## config.mk

```make
export PLATFORM = sky130hd
export DESIGN_NAME = ram_arbiter
export DESIGN_NICKNAME = d
export VERILOG_FILES = /design/src/rtl/ram_arbiter_pkg.sv /design/src/rtl/ram_arbiter_rr_arb2.sv /design/src/rtl/ram_arbiter.sv
export SDC_FILE = /design/constraint.sdc
export NUM_CORES = 1
export LEC_CHECK = 0
export ABC_AREA = 1
export BUFFER_PORTS_ARGS = -buffer_cell sky130_fd_sc_hd__buf_2
export CELL_PAD_IN_SITES_DETAIL_PLACEMENT = 1
export CELL_PAD_IN_SITES_GLOBAL_PLACEMENT = 2
export CORE_ASPECT_RATIO = 1.5
export CORE_MARGIN = 2
export CORE_UTILIZATION = 26
export CTS_CLUSTER_DIAMETER = 50
export CTS_CLUSTER_SIZE = 28
export DETAILED_ROUTE_END_ITERATION = 16
export GPL_TIMING_DRIVEN = 0
export PLACE_DENSITY_LB_ADDON = 0.1
export REMOVE_ABC_BUFFERS = 1
export SLEW_MARGIN = 20
export SYNTH_ARGS = -nofsm -noshare
export SYNTH_HDL_FRONTEND = slang
export SYNTH_HIERARCHICAL = 1
export SYNTH_SLANG_ARGS = --single-unit
```

## constraint.sdc

```tcl
create_clock -name clk -period 3.32 [get_ports clk]
set_input_delay 0.332 -clock clk [delete_from_list [all_inputs] [get_ports clk]]
set_output_delay 0.332 -clock clk [all_outputs]
set_load 0.005 [all_outputs]
```

## src/rtl/ram_arbiter_pkg.sv

```systemverilog
// ram_arbiter_pkg
// Shared definitions for the two-requester RAM arbiter: default bus widths,
// the FSM state encoding, and the reset value of the last-grant pointer.
// Ports: none (package only).
package ram_arbiter_pkg;

  // Default widths; an 8-bit address matches the 256-entry memory.
  localparam int ADDR_W_DEF = 8;
  localparam int DATA_W_DEF = 8;

  // FSM state encoding.
  localparam logic [1:0] ST_IDLE  = 2'd0;
  localparam logic [1:0] ST_ISSUE = 2'd1;
  localparam logic [1:0] ST_RESP  = 2'd2;

  // The last-grant pointer comes out of reset pointing at requester 1, so
  // requester 0 wins the first contested arbitration.
  localparam logic LAST_GNT_RST = 1'b1;

endpackage

```

## src/rtl/ram_arbiter_rr_arb2.sv

```systemverilog
// rr_arb2
// Two-way round-robin picker. This block is purely combinational. A lone
// requester always wins. When both request, the one that was not granted
// last wins.
// Ports:
//   req[1:0]  in   request vector (bit i = requester i)
//   last_gnt  in   id of the requester granted most recently
//   grant     out  one-hot grant (all zero when nothing is requested)
module rr_arb2 (
  input  logic [1:0] req,
  input  logic       last_gnt,
  output logic [1:0] grant
);

  always_comb begin
    grant = req;
    if (req == 2'b11) begin
      grant = last_gnt ? 2'b01 : 2'b10;
    end
  end

endmodule

```

## src/rtl/ram_arbiter.sv

```systemverilog
// ram_arbiter
// Shares one single-port RAM with registered reads between two requesters.
// In IDLE the block samples the requests and latches the winner's command.
// ISSUE then drives the command to the RAM and pulses the winner's gnt.
// Reads pass through RESP, where the RAM data is captured for the winner,
// and rvalid pulses on the cycle that follows.
// Ports:
//   clk, reset                        clock and async active-high reset
//   mX_req/we/addr/wdata              requester X command (X = 0, 1)
//   mX_gnt                            one-cycle command-accepted pulse
//   mX_rvalid/rdata                   one-cycle read-data-valid pulse and data
//   ram_addr/ram_wdata/ram_wr         memory command outputs
//   ram_rdata                         memory read data, one cycle after addr
module ram_arbiter
  import ram_arbiter_pkg::*;
#(
  parameter int ADDR_W = ADDR_W_DEF,
  parameter int DATA_W = DATA_W_DEF
) (
  input  logic              clk,
  input  logic              reset,
  input  logic              m0_req,
  input  logic              m0_we,
  input  logic [ADDR_W-1:0] m0_addr,
  input  logic [DATA_W-1:0] m0_wdata,
  output logic              m0_gnt,
  output logic              m0_rvalid,
  output logic [DATA_W-1:0] m0_rdata,
  input  logic              m1_req,
  input  logic              m1_we,
  input  logic [ADDR_W-1:0] m1_addr,
  input  logic [DATA_W-1:0] m1_wdata,
  output logic              m1_gnt,
  output logic              m1_rvalid,
  output logic [DATA_W-1:0] m1_rdata,
  output logic [ADDR_W-1:0] ram_addr,
  output logic [DATA_W-1:0] ram_wdata,
  output logic              ram_wr,
  input  logic [DATA_W-1:0] ram_rdata
);

  logic [1:0] state;
  logic       last_gnt;
  logic       win_id;
  logic       win_we;
  logic [1:0] grant;

  rr_arb2 u_rr_arb2 (
    .req      ({m1_req, m0_req}),
    .last_gnt (last_gnt),
    .grant    (grant)
  );

  // Requests are looked at only in IDLE. ram_addr and ram_wdata are loaded
  // only when a command is accepted, so they also act as the latched command
  // and keep their value through RESP and the following IDLE cycles.
  // The rvalid pulses default low, so each one lasts exactly one cycle.
  always_ff @(posedge clk or posedge reset) begin
    if (reset) begin
      state     <= ST_IDLE;
      last_gnt  <= LAST_GNT_RST;
      win_id    <= 1'b0;
      win_we    <= 1'b0;
      ram_addr  <= '0;
      ram_wdata <= '0;
      m0_rdata  <= '0;
      m1_rdata  <= '0;
      m0_rvalid <= 1'b0;
      m1_rvalid <= 1'b0;
    end else begin
      m0_rvalid <= 1'b0;
      m1_rvalid <= 1'b0;
      case (state)
        ST_IDLE: begin
          if (grant != 2'b00) begin
            state    <= ST_ISSUE;
            win_id   <= grant[1];
            last_gnt <= grant[1];
            if (grant[1]) begin
              win_we    <= m1_we;
              ram_addr  <= m1_addr;
              ram_wdata <= m1_wdata;
            end else begin
              win_we    <= m0_we;
              ram_addr  <= m0_addr;
              ram_wdata <= m0_wdata;
            end
          end
        end
        ST_ISSUE: begin
          // The RAM commits a write at the end of this cycle. A read still
          // needs one more cycle for the registered RAM data.
          state <= win_we ? ST_IDLE : ST_RESP;
        end
        ST_RESP: begin
          state <= ST_IDLE;
          if (win_id) begin
            m1_rdata  <= ram_rdata;
            m1_rvalid <= 1'b1;
          end else begin
            m0_rdata  <= ram_rdata;
            m0_rvalid <= 1'b1;
          end
        end
        default: begin
          state <= ST_IDLE;
        end
      endcase
    end
  end

  // Grant and write enable are decoded from the state. Reset therefore
  // clears them immediately, along with the state register.
  always_comb begin
    m0_gnt = (state == ST_ISSUE) && !win_id;
    m1_gnt = (state == ST_ISSUE) &&  win_id;
    ram_wr = (state == ST_ISSUE) &&  win_we;
  end

endmodule

```

* Yosys cells after proc, flatten, opt, wreduce, memory -nomap -nowiden
Cells that the tools add are included.
** Cells by class
- Reduce and logical (&&, ||, !) cells :: 9
- Mux-type cells :: 12
- Bitwise logic cells :: 1
- Equality and inequality tests :: 4
** Operators by type and width (count)
- $mux 8 :: 2
- $mux 2 :: 4
- $reduce_and 2->1 :: 3
- $mux 1 :: 5
- $eq 2x2->1 const B :: 2
- $pmux 2 s2 :: 1
- $logic_and 1x1->1 :: 3
- $eq 2x1->1 const B :: 1
- $logic_not 2->1 :: 1
- $ne 2x2->1 const B :: 1
- $reduce_bool 2->1 :: 1
- $logic_not 1->1 :: 1
- $not 1->1 :: 1
** Word-level totals
- Register bits after elaboration :: 39
- Output and inout bits :: 37
- Word-level logic and storage cells :: 36
- Bits of input ports :: 46

* Depth between registers and ports, before layout
- Word-level depth :: 5
- Mapped depth :: 9
- Gate-level depth less buffers :: 8

* Hierarchy
Netlist, hierarchy kept.
** Modules (own cells, without submodules)
- ram_arbiter :: cells each 223, area each 1762.9 um^2, seq. area each 977.2 um^2, instances 1
- rr_arb2 :: cells each 5, area each 21.3 um^2, seq. area each 0.0 um^2, instances 1

* Worst setup path before layout
No wires, ideal clock.
- Kind :: reg2reg
- From :: register last_gnt
- To :: register ram_addr[7]
- Stages on the path, launching flop included :: 8
- Path slack :: 2.022 ns
- Data required time :: 3.204 ns
- Arrival :: 1.181 ns
- Library setup time :: 0.116 ns
- Period minus slack after synthesis :: 1.298 ns
- Path through :: dfstp_2 a21oi_1 buf_6 nor2_4 nor2_8 buf_6 nand2_1 nand2_1
** On the way
- Cells in the longest elaborated chain, start to end :: 4
** RTL lines
- start: declaration :: RTL line ram_arbiter.sv:43 : logic last_gnt;
- start signal: assignment :: RTL line ram_arbiter.sv:78 : last_gnt <= grant[1];
- $mux 2 * :: RTL line ram_arbiter_rr_arb2.sv:18 : grant = last_gnt ? 2'b01 : 2'b10;
- $mux 2 * :: RTL line ram_arbiter_rr_arb2.sv:17 : if (req == 2'b11) begin
- named net grant[1] :: RTL line ram_arbiter.sv:46 : logic [1:0] grant;
- $reduce_bool 2->1 :: RTL line ram_arbiter.sv:75 : if (grant != 2'b00) begin
- $reduce_and 2->1 (no source line)
- end signal: assignment :: RTL line ram_arbiter.sv:81 : ram_addr <= m1_addr;
- end signal: assignment :: RTL line ram_arbiter.sv:85 : ram_addr <= m0_addr;
- end: declaration :: RTL line ram_arbiter.sv:36 : output logic [ADDR_W-1:0] ram_addr,
Mark *: on every way through the listed nets, which the timed path passes. The rest lies on a longest branch.
A chain may end at the register's enable or synchronous reset.

* Worst setup path after layout
- From :: register last_gnt
- To :: register ram_wdata[6]
** On the way
- Cells in the longest elaborated chain, start to end :: 4
** RTL lines
- $mux 2 * :: RTL line ram_arbiter_rr_arb2.sv:18
- $mux 2 * :: RTL line ram_arbiter_rr_arb2.sv:17
- named net grant[1] :: RTL line ram_arbiter.sv:46
- $reduce_bool 2->1 :: RTL line ram_arbiter.sv:75
- $reduce_and 2->1 (no source line)
- end signal: assignment :: RTL line ram_arbiter.sv:82 : ram_wdata <= m1_wdata;
- end signal: assignment :: RTL line ram_arbiter.sv:86 : ram_wdata <= m0_wdata;
- end: declaration :: RTL line ram_arbiter.sv:37 : output logic [DATA_W-1:0] ram_wdata,
Marks and branches as above.

==> summary by stage <==
Status
The flow ran to the end, and the final reports show no timing, DRC or antenna violations.

GRT
The number of antenna violations at the first check in global routing is 0. The largest net degree at the start of global routing is 29. After global routing the overflow that remains totals 0.

The first-pass GRT wire length is 8130 um. The number of global-route vias before repair is 1663. In the global route stage, overall resource usage came out at 14.1%.

Power and ir drop
Cell internal power was estimated by the tool at 0.00128 W. The relative contribution of sequential cells to total power is 40.8%. The static leakage power is 1.45 nW. The net switching power is 0.000794 W. The ratio of total power to cell area is 864 nW/um^2.

The proportion of power drawn by combinational gates is 39.2%. The maximum VDD drop is 0.212 mV. The power share of the clock group is 20.1%. The switching share of power is 38.3%.

STA
The slew at the pin closest to its max-slew limit is 559 ps. The number of failing hold endpoints at the final stage is 0. Dividing the final minimum period by the clock period gives 58.4%.

In the final timing run, aggregate negative setup slack is 0 ps. The max-slew violation total from the final report was 0. Headroom to the max-slew limit came out at 62.7%. The worst setup skew after layout is 8.21 ps. Setup violations remaining at the end of the flow were counted as 0. Subtracting the final worst setup slack from the clock period gives 1940 ps. The timing-limited maximum frequency is 516 MHz.

Setup repair after global routing left no endpoint under its margin.

Critical path
The data arrival at the endpoint of the critical path is 2120 ps. The critical path in this run is classified as reg2reg. The most used cell along the critical path is nand2_1. Traced cell by cell, the critical path runs through a21oi_2 -> buf_6 -> inv_2 -> nand2_1 -> nand2_2 -> nand2_1 -> nand2_1. The largest fanout on the critical path is 19. STA classifies the critical path endpoint as a flip-flop. The cell at the slowest stage of the critical path is a21oi_2.

The worst setup path is launched from a flip-flop. In this design, the stage delay of the slowest critical-path cell is 450 ps. STA puts the critical path data required time at 3500 ps.

Drt
The detail route stage leaves a number of antenna-violating nets equal to 0. The detail-routed net length per standard cell is 12.8 um. The first detailed-routing pass took 3 iterations. In the routed layout, each cell is associated on average with a via count of 4.31. The routed layout has 1689 vias. The detailed-route wire length is 5010 um. The DRC violation count after routing is 0. The count of routing violations after the opening detailed-route iteration is 52.

Floorplanning
The vertical die dimension is 105 um. The core area is 6760 sq um. Pin placement for this block handled 83 I/O pins. The die width is 71.6 um.

The cell row count is 37. The die footprint is 7550 sq um. For this configuration, the core starts out at a cell density of 26.4%.

CTS
The tree built by TritonCTS fans out to 39 sinks. The CTS tree is yes. After clock tree synthesis, the repair step resized 0 gates.

No sink is reached through more buffers than the 2 on the longest clock path. The clock tree synthesis step divided the H-tree into 2 levels. The library cell used as clock root buffer is clkbuf_8.

The clock buffer count from CTS is 5. The latest clock arrival within the worst-skew pair is 290 ps. Clock-pin slew was measured on the worst setup and hold paths at 80 ps.

Flow run
The number of maximum-capacitance violations is 0.

Logic synthesis
The count of warnings emitted by yosys is 6. The mean area per synthesized cell is 7.83 sq um. The synthesized netlist contains 17 unique library cells. The share of the yosys chip area belonging to registers is 54.8%. In the synthesized netlist, the number of instances is 228. In this run the cell area of the synthesized design comes to 1780 sq um. The register bit count reported by yosys is 39.

Finish
The relative area change from synthesis to final layout is 34.5%. The filler cells instantiated in the layout total 861. Cells fill 35.5% of the core in the end. Of the cells placed in the final design, the portion with a size suffix greater than 1 is 32.8%. The number of nets at the end of the flow is 359. The number of antenna cells inserted is 0.

Placed design
The placer's final routability congestion estimate is 0.761. In this run the tool buffered the top-level ports with 82 buffer cells. The half-perimeter wire length after placement is 3660 um.

Worst hold path
In this run the worst hold path is classified as in2reg.
worst paths after layout:
path,slack [ps],endpoint,cells after the start,from
max,1380,ram_wdata[6]$_DFFE_PP0P_,7,last_gnt$_DFFE_PP1P_
min,260,m1_rdata[0]$_DFFE_PP0P_,3,ram_rdata[0]
max reg2reg,1380,ram_wdata[6]$_DFFE_PP0P_,7,last_gnt$_DFFE_PP1P_
min reg2reg,460,state[1]$_DFFE_PP0P_,1,win_we$_DFFE_PP0P_
max in group asynchronous,2280,last_gnt$_DFFE_PP1P_,4,reset
min in group asynchronous,520,ram_wdata[7]$_DFFE_PP0P_,3,reset
area by class of cell:
cell class	count	area (sq um)	area share [%]
Clock buffer	6	82.6	3.44
Sequential cell	39	977	40.7
Inverter	10	37.5	1.56
Tap cell	78	97.6	4.07
Multi-Input combinational cell	172	718	29.9
Clock inverter	2	35.0	1.46
Timing Repair Buffer	85	452	18.8
state kept, by name, summed over array words and instances (netlist names):
signal and flops:
m0_rvalid 1, m1_rvalid 1, ram_wdata 8, win_we 1, m1_rdata 8, state 2, win_id 1, last_gnt 1
ram_addr 8, m0_rdata 8
per-layer routing:
layer	GRT usage [%]	vias up	wire, um
li1	-	858	-
met1	16.3	766	2020
met2	23.9	58	2520
met3	3.92	7	387
met4	5.66	0	83
met5	0	-	0
critical path, delay by kind of cell (launching register included):
| kind | cells | cell delay (ps) |
|---|---|---|
| flops | 1 | 390 |
| simple gates | 4 | 590 |
| buf+inv | 2 | 410 |
| compound gates | 1 | 450 |
cell usage after synthesis:
| library cell | number | share of area [%] |
|---|---|---|
| dfstp_2 | 1 | 1.5 |
| nand3_1 | 1 | 0.28 |
| buf_4 | 3 | 1.3 |
| inv_1 | 7 | 1.5 |
| inv_2 | 3 | 0.63 |
| nand4_1 | 8 | 2.8 |
| nand3_2 | 1 | 0.56 |
| dfrtp_1 | 38 | 53 |
| nand2_2 | 1 | 0.35 |
| a21oi_1 | 1 | 0.28 |
| nor2_1 | 5 | 1.1 |
| nor2_8 | 1 | 1.1 |
| buf_2 | 2 | 0.56 |
| nor2_4 | 1 | 0.63 |
| nand3_4 | 1 | 0.98 |
| buf_6 | 2 | 1.3 |
| nand2_1 | 152 | 32 |
cells in the final DEF, fill, tap and decap left out:
master | synthesis | layout
nand3_2 | 1 | 1
inv_1 | 7 | 6
nor2_8 | 1 | 1
nor2_1 | 5 | 5
nand4_1 | 8 | 8
clkbuf_8 | 0 | 6
nand2_2 | 1 | 1
bufinv_16 | 0 | 1
nand2_1 | 152 | 152
a21oi_2 | 0 | 1
nand3_4 | 1 | 1
buf_12 | 0 | 1
nor2_4 | 1 | 1
dlygate4sd3_1 | 0 | 1
buf_2 | 2 | 82
inv_2 | 3 | 4
nand3_1 | 1 | 1
buf_6 | 2 | 1
dfrtp_1 | 38 | 38
clkinv_2 | 0 | 1
dfstp_2 | 1 | 1
cells by family after synthesis:
| family | synth area share (%) |
|---|---|
| AND/OR/NAND/NOR | 39.8 |
| flip-flops | 54.8 |
| buffers and inverters | 5.19 |
| AO/OA/AOI/OAI | 0.280 |
power by group through the flow:
stage                     clock [W]  sequential (W)  combinational, W
after floorplan                   0        0.000866          0.000438
after global placement            0        0.000849          0.000825
after detailed placement          0        0.000855          0.000843
after CTS                  0.000433        0.000849          0.000845
after global routing       0.000454        0.000878          0.000945
final                      0.000416        0.000845          0.000812
repair_timing:
item                                    CTS  global route
setup buffers                             0             0
hold endpoints to repair                 11             0
hold buffers                              1             0
endpoints found under the setup margin    0             0
stage by stage:
| step | area, sq um | total power [W] | setup WS [ps] | cells | hold WS [ps] |
|---|---|---|---|---|---|
| after detailed placement | 2270 | 0.00170 | 1210 | 383 | 293 |
| final | 2400 | 0.00207 | 1380 | 392 | 260 |
| after CTS | 2400 | 0.00213 | 1320 | 392 | 251 |
| after floorplan | 1730 | 0.00130 | 1220 | 221 | 426 |
| after global routing | 2400 | 0.00228 | 1190 | 392 | 264 |
| after global placement | 2240 | 0.00167 | 49.5 | 381 | 439 |
(Power assumes the default switching activity.)
